`config.mk`:
```
export PLATFORM = sky130hd
export DESIGN_NAME = adc128_spi_responder
export DESIGN_NICKNAME = d
export VERILOG_FILES = /design/src/rtl/adc128_pkg.sv /design/src/rtl/adc128_spi_responder_sync.sv /design/src/rtl/adc128_spi_responder.sv
export SDC_FILE = /design/constraint.sdc
export NUM_CORES = 1
export LEC_CHECK = 0
export BUFFER_PORTS_ARGS = -buffer_cell sky130_fd_sc_hd__buf_2
export CAP_MARGIN = 10
export CORE_ASPECT_RATIO = 0.6
export CORE_MARGIN = 10
export CORE_UTILIZATION = 65
export CTS_BUF_LIST = sky130_fd_sc_hd__clkbuf_2
export DETAILED_ROUTE_END_ITERATION = 6
export PLACE_DENSITY = 0.83
export SLEW_MARGIN = 30
export SYNTH_ARGS = -nofsm -noshare
export SYNTH_HDL_FRONTEND = slang
export SYNTH_SLANG_ARGS = --single-unit
export TNS_END_PERCENT = 20
```
`constraint.sdc`:
```
create_clock -name clk_40MHz -period 8.9 [get_ports clk_40MHz]
set_clock_uncertainty 0.15 [all_clocks]
set_input_delay 0.89 -clock clk_40MHz [delete_from_list [all_inputs] [get_ports clk_40MHz]]
set_output_delay 0.89 -clock clk_40MHz [all_outputs]
set_load 0.03 [all_outputs]
```
`src/rtl/adc128_pkg.sv`:
```
`timescale 1ns/1ps
`default_nettype none
// ============================================================================
// Module   : adc128_pkg
// Purpose  : Shared constants and state encoding for the ADC128S022 SPI
//            responder (frame geometry, channel count, FSM states).
// Ports    : none (package)
// Revision : 1.0 - initial release
// ============================================================================
package adc128_pkg;

   localparam int ADC128_FRAME_BITS = 16;  // SCLK cycles per conversion frame
   localparam int ADC128_DATA_BITS  = 12;  // conversion result width
   localparam int ADC128_LEAD_ZEROS = 4;   // zeros shifted ahead of D11
   localparam int ADC128_NUM_CH     = 8;   // analogue input channels
   localparam int ADC128_CNT_W      = $clog2(ADC128_FRAME_BITS);

   typedef enum logic [0:0] {
      ST_IDLE   = 1'b0,   // chip select high
      ST_ACTIVE = 1'b1    // chip select low, counting SCLK falling edges
   } adc128_state_t;

endpackage : adc128_pkg
`default_nettype wire

```
`src/rtl/adc128_spi_responder_sync.sv`:
```
`timescale 1ns/1ps
`default_nettype none
// ============================================================================
// Module   : spi_input_sync
// Purpose  : Two-flop synchronizer for an asynchronous SPI pin, plus
//            rise/fall detection against a one-cycle-delayed copy of the
//            synchronized level.
// Ports    : clk_40MHz - system clock
//            reset     - asynchronous active-high reset
//            i_async   - raw pin input
//            o_rise    - one-cycle pulse on synchronized 0->1
//            o_fall    - one-cycle pulse on synchronized 1->0
// Revision : 1.0 - initial release
// ============================================================================
module spi_input_sync #(
   parameter logic RESET_VAL = 1'b0
) (
   input  logic clk_40MHz,
   input  logic reset,
   input  logic i_async,
   output logic o_rise,
   output logic o_fall
);

   logic r_meta;
   logic r_sync;
   logic r_sync_d;

   always_ff @(posedge clk_40MHz or posedge reset) begin
      if (reset) begin
         r_meta   <= RESET_VAL;
         r_sync   <= RESET_VAL;
         r_sync_d <= RESET_VAL;
      end else begin
         r_meta   <= i_async;
         r_sync   <= r_meta;
         r_sync_d <= r_sync;
      end
   end

   // Edge pulses are combinational so the consumer acts one cycle after the
   // second synchronizer stage, giving a 3-cycle pin-to-register path.
   assign o_rise =  r_sync & ~r_sync_d;
   assign o_fall = ~r_sync &  r_sync_d;

endmodule : spi_input_sync
`default_nettype wire

```
`src/rtl/adc128_spi_responder.sv`:
```
`timescale 1ns/1ps
`default_nettype none
// ============================================================================
// Module   : adc128_spi_responder
// Purpose  : Emulates an ADC128S022 on an SPI bus. Decodes the 3-bit channel
//            address from DIN and returns a 16-bit frame (4 zeros + 12-bit
//            value) from an 8-entry channel register file. The address sent
//            in frame N selects the data returned in frame N+1. Optional ramp
//            mode increments the converted channel after every frame.
// Ports    : clk_40MHz, reset        - clock, async active-high reset
//            spi_cs_n/sclk/din       - SPI inputs from master (asynchronous)
//            spi_dout, spi_dout_oe   - serial data and pad drive enable
//            pattern_en              - ramp mode enable
//            ch_wr_en/addr/data      - channel register file write port
//            frame_done, frame_error - completion / truncation pulses
//            last_addr               - address of last completed frame
// Revision : 1.0 - initial release
// ============================================================================
module adc128_spi_responder
   import adc128_pkg::*;
#(
   parameter int ADDR_FIRST_EDGE = 3
) (
   input  logic        clk_40MHz,
   input  logic        reset,
   input  logic        spi_cs_n,
   input  logic        spi_sclk,
   input  logic        spi_din,
   output logic        spi_dout,
   output logic        spi_dout_oe,
   input  logic        pattern_en,
   input  logic        ch_wr_en,
   input  logic [2:0]  ch_wr_addr,
   input  logic [11:0] ch_wr_data,
   output logic        frame_done,
   output logic        frame_error,
   output logic [2:0]  last_addr
);

   // Rising edge n is seen while the falling-edge count is n-1.
   localparam logic [ADC128_CNT_W-1:0] c_addr_lo   = ADC128_CNT_W'(ADDR_FIRST_EDGE - 1);
   localparam logic [ADC128_CNT_W-1:0] c_addr_hi   = ADC128_CNT_W'(ADDR_FIRST_EDGE + 1);
   localparam logic [ADC128_CNT_W-1:0] c_last_edge = ADC128_CNT_W'(ADC128_FRAME_BITS - 1);
   localparam logic [ADC128_CNT_W-1:0] c_bit_top   = ADC128_CNT_W'(ADC128_FRAME_BITS - 2);

   adc128_state_t                 r_state;
   logic                          r_cs_meta, r_cs_sync;
   logic                          r_din_meta, r_din_sync;
   logic [ADC128_CNT_W-1:0]       r_edge_cnt;
   logic [ADC128_FRAME_BITS-1:0]  r_shift;
   logic [2:0]                    r_addr_shift;
   logic [2:0]                    r_conv_addr;
   logic                          r_frame_seen;
   logic [ADC128_DATA_BITS-1:0]   r_regfile [ADC128_NUM_CH];

   logic w_sclk_rise;
   logic w_sclk_fall;
   logic w_addr_window;
   logic w_frame_end;
   logic w_ramp_inc;

   spi_input_sync #(
      .RESET_VAL (1'b0)
   ) u_sclk_sync (
      .clk_40MHz (clk_40MHz),
      .reset     (reset),
      .i_async   (spi_sclk),
      .o_rise    (w_sclk_rise),
      .o_fall    (w_sclk_fall)
   );

   // CS idles high and DIN is only a level, so plain two-flop chains suffice.
   always_ff @(posedge clk_40MHz or posedge reset) begin
      if (reset) begin
         r_cs_meta  <= 1'b1;
         r_cs_sync  <= 1'b1;
         r_din_meta <= 1'b0;
         r_din_sync <= 1'b0;
      end else begin
         r_cs_meta  <= spi_cs_n;
         r_cs_sync  <= r_cs_meta;
         r_din_meta <= spi_din;
         r_din_sync <= r_din_meta;
      end
   end

   assign w_addr_window = (r_edge_cnt >= c_addr_lo) && (r_edge_cnt <= c_addr_hi);

   // A CS rise takes priority over any SCLK edge seen in the same cycle, so a
   // frame only completes while CS is still low.
   assign w_frame_end = (r_state == ST_ACTIVE) && !r_cs_sync && w_sclk_fall
                        && (r_edge_cnt == c_last_edge);
   assign w_ramp_inc  = w_frame_end && pattern_en;

   always_ff @(posedge clk_40MHz or posedge reset) begin
      if (reset) begin
         r_state      <= ST_IDLE;
         r_edge_cnt   <= '0;
         r_shift      <= '0;
         r_addr_shift <= '0;
         r_conv_addr  <= '0;
         r_frame_seen <= 1'b0;
         last_addr    <= '0;
         spi_dout     <= 1'b0;
         spi_dout_oe  <= 1'b0;
         frame_done   <= 1'b0;
         frame_error  <= 1'b0;
      end else begin
         frame_done  <= 1'b0;
         frame_error <= 1'b0;
         case (r_state)
            ST_IDLE: begin
               spi_dout    <= 1'b0;
               spi_dout_oe <= 1'b0;
               if (!r_cs_sync) begin
                  r_state      <= ST_ACTIVE;
                  r_edge_cnt   <= '0;
                  r_shift      <= {{ADC128_LEAD_ZEROS{1'b0}}, r_regfile[r_conv_addr]};
                  r_addr_shift <= '0;
                  r_frame_seen <= 1'b0;
                  spi_dout_oe  <= 1'b1;
               end
            end
            ST_ACTIVE: begin
               if (r_cs_sync) begin
                  r_state     <= ST_IDLE;
                  spi_dout    <= 1'b0;
                  spi_dout_oe <= 1'b0;
                  // A clean exit sits on a wrapped count after at least one
                  // completed frame; anything else was truncated.
                  if ((r_edge_cnt != '0) || !r_frame_seen)
                     frame_error <= 1'b1;
               end else begin
                  if (w_sclk_rise && w_addr_window)
                     r_addr_shift <= {r_addr_shift[1:0], r_din_sync};
                  if (w_sclk_fall) begin
                     r_edge_cnt <= r_edge_cnt + 1'b1;
                     if (w_frame_end) begin
                        spi_dout     <= 1'b0;
                        frame_done   <= 1'b1;
                        last_addr    <= r_addr_shift;
                        r_conv_addr  <= r_addr_shift;
                        r_frame_seen <= 1'b1;
                        // Continuous mode: next word comes from the address
                        // just decoded; the register read sees pre-update data.
                        r_shift      <= {{ADC128_LEAD_ZEROS{1'b0}}, r_regfile[r_addr_shift]};
                     end else begin
                        spi_dout <= r_shift[c_bit_top - r_edge_cnt];
                     end
                  end
               end
            end
            default: r_state <= ST_IDLE;
         endcase
      end
   end

   // Channel register file: host write beats the ramp increment on a clash.
   always_ff @(posedge clk_40MHz or posedge reset) begin
      if (reset) begin
         for (int i = 0; i < ADC128_NUM_CH; i++)
            r_regfile[i] <= '0;
      end else begin
         for (int i = 0; i < ADC128_NUM_CH; i++) begin
            if (ch_wr_en && (ch_wr_addr == 3'(i)))
               r_regfile[i] <= ch_wr_data;
            else if (w_ramp_inc && (r_conv_addr == 3'(i)))
               r_regfile[i] <= r_regfile[i] + 1'b1;
         end
      end
   end

endmodule : adc128_spi_responder
`default_nettype wire
```
# == Word level (Yosys, flattened, before mapping) ==
# Index checks and enable logic that the tools add are counted.
# classes
addsub,10
multipliers,0
div,0
magnitude_cmp,5
eq_ne,22
shift,0
n_mux,56
bitwise_logic,8
reduce_logical,40
# ops
operator,n
$mux 12,20
$add 12x1->12 const B,8
$bmux 12 s3,2
$mux 16,4
$pmux 16 s2,1
$eq 3x3->1 const B,8
$logic_and 1x1->1,22
$mux 1,17
$reduce_bool 2->1,8
$eq 3x2->1 const B,4
$mux 4,3
$mux 3,3
$ge 4x4->1 const B,2
$ne 2x1->1 const B,4
$not 3->4,2
$pmux 4 s2,1
$reduce_and 4->1,2
$eq 3x1->1 const B,2
$logic_not 3->1,2
$pmux 1 s2,3
$pmux 3 s2,1
$reduce_and 3->1,2
$lt 4x5->1 const B,1
$add 4x1->4 const B,1
12 further kinds,18
# word_totals
register_bits,135
latchBits,0
mem_bits_rw,0
rom_bits,0
in_bits,22
word_cells,166
memories,0

# == Logic depth before layout (Yosys ltp) ==
# depth
word_depth,8
ltp_mapped,8
depth_no_buf,6

# == By module ==
# Synthesis repeated with hierarchy kept, for this count alone.
# hier_totals
cells_unflattened,838
area_unflattened_um2,8406.8
# by_module_without_submodules
mod,n_inst,cells_per_inst,area_per_inst_um2
adc128_spi_responder,1,832,8313.0
spi_input_sync,1,6,93.8

# == Worst setup path before layout ==
# Ideal clock, no wire load.
# synth_timing
path_kind,register to register
from,register r_edge_cnt[1]
to,register r_regfile[94] (netlist bit)
setup_ns,0.137
arrival_time_ns,1.895
required_time_ns,8.613
setup_slack_ns,6.718
path_stages_with_launch,9
synth_period_minus_slack_ns,2.182
path_cell_list,dfrtp_1 -> ha_1 -> and4b_1 -> clkbuf_1 -> nand2b_1 -> buf_2 -> or4_1 -> xor2_1 -> o21ai_1
# synth_via
elab_chain_len,5
# synth_lines
item,line_no,rtl
start: declaration,adc128_spi_responder.sv:49,logic [ADC128_CNT_W-1:0] r_edge_cnt;
start signal: assignment,adc128_spi_responder.sv:137,r_edge_cnt <= r_edge_cnt + 1'b1;
$eq 4x4->1,adc128_spi_responder.sv:92,&& (r_edge_cnt == c_last_edge);
$logic_and 1x1->1,adc128_spi_responder.sv:92,
$logic_and 1x1->1,adc128_spi_responder.sv:93,assign w_ramp_inc = w_frame_end && pattern_en;
$logic_and 1x1->1,adc128_spi_responder.sv:167,else if (w_ramp_inc && (r_conv_addr == 3'(i)))
$reduce_bool 2->1 (no line),n/a,
end signal: indexed assignment,adc128_spi_responder.sv:166,r_regfile[i] <= ch_wr_data;
end signal: indexed assignment,adc128_spi_responder.sv:168,r_regfile[i] <= r_regfile[i] + 1'b1;
end: declaration,adc128_spi_responder.sv:54,logic [ADC128_DATA_BITS-1:0] r_regfile [ADC128_NUM_CH];
# Every way passes these cells.
# A chain may end at the register's enable or synchronous reset.

==> results.md <==
| Result | Value | Unit |
|---|---|---|
| Run status | complete, no violations | - |
| Power per standard cell area | 193 | mW/mm^2 |
| TritonCTS clock tree | built | - |
| Slew @ Worst Pin | 0.884 | ns |
| CP Data Arrival Time | 2.00 | ns |
| Synth warn | 0 | - |
| Starting density of the core | 66.7 | % |
| Number of global-route vias before repair | 6,963 | - |
| Worst rel slew slack | 40.8 | % |
| Total of endpoints with negative setup slack in the final report | 0 | - |
| Commonest non-fill, non-tap cells in the layout | sky130_fd_sc_hd__dfrtp_1, sky130_fd_sc_hd__nand2_1, sky130_fd_sc_hd__nor2_1, sky130_fd_sc_hd__xnor2_1, sky130_fd_sc_hd__o21ai_0 | - |
| Wire per inst | 24.1 | um |
| DR DRC count | 0 | - |
| Count of unique library cells instantiated by Yosys | 51 | - |
| Die width | 168 | um |
| Number of maximum-capacitance violations | 0 | - |
| Ys flop type | sky130_fd_sc_hd__dfrtp_1 | - |
| I/O pin total | 29 | - |
| Crit path buf inv count | 1 | - |
| Total number of placement rows | 32 | - |
| Worst r2r dst | r_regfile[65] | - |
| Latest clock arrival within the worst-skew pair | 0.73 | ns |
| Per-instance average area after synthesis | 9.60 | um^2 |
| Max Clock Freq | 0.329 | GHz |
| Period utilization | 34.2 | % |
| Syn Std Cell Area | 0.00859 | mm^2 |
| Wire length of the first global-routing pass | 39,900 | um |
| Post-CTS setup-driven buffer insertion count | 0 | - |
| Area grow syn2layout | 5.21 | % |
| Full die area | 0.0184 | mm^2 |
| Setup slack, reg-to-reg | 5.98 | ns |
| Leading cell type in the layout, fill and taps excluded | sky130_fd_sc_hd__dfrtp_1 | - |
| Maximum fanout along the worst path | 21 | - |
| Cell with the largest stage delay on the worst path | sky130_fd_sc_hd__dfrtp_1 | - |
| Vertical extent of the die | 109 | um |
| Setup TNS | 0 | ns |
| Worst hold-check path type | input port to asynchronous set/reset pin | - |
| Net count, final | 917 | - |
| Final ANT Viol Nets | 0 | - |
| Critical path launch point type | register | - |
| DR pass1 iterations | 7 | - |
| Final worst slack | 5.86 | ns |
| Initial antenna violation count | 0 | - |
| Synth Net Count | 929 | - |
| Clock H-tree levels | 4 | - |
| Core Region | 0.0129 | mm^2 |
| Leakage Power | 0.00328 | uW |
| Number of instances in the synthesized netlist | 895 | - |
| Maximum single-stage delay on the critical path | 0.94 | ns |
| Number of input and output port buffers inserted | 28 | - |
| Cell at the root of the clock tree | sky130_fd_sc_hd__clkbuf_2 | - |
| Met3 wire length | 4290 | um |
| Overflow left after global routing | 0 | - |
| Worst Path Required | 7.86 | ns |
| Total of flip-flops plus latches after synthesis | 131 | - |
| Depth of the worst register-to-register path | 4 | - |
| Fraction of final layout cells sized beyond drive strength 1 | 15.8 | % |
| Number of DRC violations after detailed-routing iteration 0 | 1,398 | - |
| Routed wl met2 | 10,500 | um |
| Worst path cell trace | buf_2 | - |
| Clock-pin transition on the worst setup and hold timing paths | 0.24 | ns |
| Number of instances resized during post-cts repair | 0 | - |
| Reg-to-reg startpoint | r_conv_addr[2] | - |
| Peak supply drop | 0.113 | mV |
| Num Clock Sinks | 131 | - |
| Share of the yosys chip area belonging to registers | 38.2 | % |
| Path length in cells of the critical path | 1 | - |
| Via-to-Cell Ratio | 6.96 | - |
| Detailed-route via count | 7,415 | - |
| Total Routed Length | 25,700 | um |
| Start-to-end type of the worst setup path | register to output port | - |
| Total GRT Usage | 28.2 | % |
| CTS hold repair buffers | 0 | - |
| Total count of hold-check failures in the final report | 0 | - |
| Family with the most delay on the worst path | flip-flops | - |
| CTS buffer count | 17 | - |
| Detailed placer's ending HPWL | 18,300 | um |
| Bufs on Longest Clock Path | 2 | - |
| Final min period | 3.04 | ns |
| Inserted Diodes | 0 | - |
| Fraction of registers with async set or reset after synthesis | 100 | % |
| Placer Congestion | 1.01 | - |
| Pin count of the biggest net entering global routing | 54 | - |
| Unrepaired setup endpoints after global routing | false | - |
| Uppermost layer routed | met4 | - |
| WL met1 | 10,500 | um |
| Number of enable-type register cells in the synthesized netlist | 0 | - |
| Worst Setup End Kind | output port | - |
| Pre-CTS worst setup slack | 5.95 | ns |
| Slew Limit Fails | 0 | - |
==> power by group <==
part	switching (uW)	internal [uW]	total [uW]
logic	225	236	461
registers	189	698	887
clock network	259	137	396
total	674	1070	1740
==> worst register-to-register path, delay by kind of cell (launching register included) <==
family / cells / cell delay [ns]
xor+xnor: 1 / 0.16
simple gates: 2 / 1.70
compound gates: 1 / 0.12
flops: 1 / 0.74
==> how the worst max path moves through the flow <==
stage / startpoint / to
after floorplan: reset / frame_done
final: r_conv_addr[2] / last_addr[2]
after global routing: r_conv_addr[2] / last_addr[2]
after global placement: pattern_en / r_regfile[80]
after detailed placement: pattern_en / r_regfile[94]
after CTS: r_conv_addr[0] / last_addr[0]
==> through the flow <==
step / cells / utilization (%) / cell area [um^2] / hold slack (ns) / total power [uW]
after global placement: 1031 / 67.7 / 8730 / 0.184 / 1300
after detailed placement: 1032 / 67.9 / 8760 / 0.189 / 1330
final: 1066 / 70.1 / 9040 / 0.0648 / 1740
after global routing: 1066 / 70.1 / 9040 / 0.0301 / 1820
after CTS: 1064 / 69.9 / 9010 / 0.0514 / 1730
after floorplan: 895 / - / 8590 / 0.181 / 1170
==> final cells by class <==
type / instances / area [um^2]
clock buffer: 17 / 85.1
clock inverter: 15 / 170
fill: 951 / 3850
inverter: 19 / 73.8
multi-input combinational: 674 / 4960
sequential: 131 / 3280
tap: 170 / 213
timing repair buffer: 40 / 254
==> state kept, by name, indices dropped and copies added (netlist names) <==
signal	count
r_state	1
u_sclk_sync.r_sync_d	1
r_shift	12
frame_done	1
r_addr_shift	3
u_sclk_sync.r_sync	1
r_conv_addr	3
frame_error	1
spi_dout_oe	1
u_sclk_sync.r_meta	1
r_cs_sync	1
r_din_sync	1
r_frame_seen	1
spi_dout	1
r_din_meta	1
r_cs_meta	1
r_regfile	96
r_edge_cnt	4
==> logic make-up after synthesis <==
group / after synthesis / share of synthesized area, %
xor+xnor: 88 / 8.97
mux: 92 / 17.4
simple gates: 344 / 20.4
flops: 131 / 38.2
compound gates: 138 / 8.94
buf+inv: 90 / 4.38
fa+ha+maj: 12 / 1.75
==> layer usage <==
layer	vias up	track usage [%]
met3	62	12.5
met1	3596	39.7
li1	3212	-
met5	-	0
met4	0	5.14
met2	545	39.6
==> cell usage after synthesis (4+ instances only) <==
library cell	n	area, um^2
sky130_fd_sc_hd__a2111oi_0	4	35.0
sky130_fd_sc_hd__a21oi_1	45	225
sky130_fd_sc_hd__a31oi_1	10	62.6
sky130_fd_sc_hd__and2_1	7	43.8
sky130_fd_sc_hd__and3_1	6	37.5
sky130_fd_sc_hd__and4_1	9	78.8
sky130_fd_sc_hd__buf_1	14	52.6
sky130_fd_sc_hd__buf_2	18	90.1
sky130_fd_sc_hd__clkbuf_1	35	131
sky130_fd_sc_hd__dfrtp_1	129	3230
sky130_fd_sc_hd__ha_1	12	150
sky130_fd_sc_hd__inv_1	18	67.6
sky130_fd_sc_hd__mux2_2	8	90.1
sky130_fd_sc_hd__mux2i_1	38	380
sky130_fd_sc_hd__mux4_2	45	1010
sky130_fd_sc_hd__nand2_1	110	413
sky130_fd_sc_hd__nand2b_1	5	31.3
sky130_fd_sc_hd__nand3_1	34	170
sky130_fd_sc_hd__nand4_1	26	163
sky130_fd_sc_hd__nand4b_1	4	35.0
sky130_fd_sc_hd__nor2_1	61	229
sky130_fd_sc_hd__nor2b_1	9	56.3
sky130_fd_sc_hd__nor3_1	32	160
sky130_fd_sc_hd__nor4_1	17	106
sky130_fd_sc_hd__nor4_2	5	62.6
sky130_fd_sc_hd__o21ai_0	49	245
sky130_fd_sc_hd__o21ai_1	14	70.1
sky130_fd_sc_hd__o221ai_1	6	52.6
sky130_fd_sc_hd__or4_1	8	60.1
sky130_fd_sc_hd__xnor2_1	58	508
sky130_fd_sc_hd__xor2_1	30	263
(Power assumes the default switching activity.)
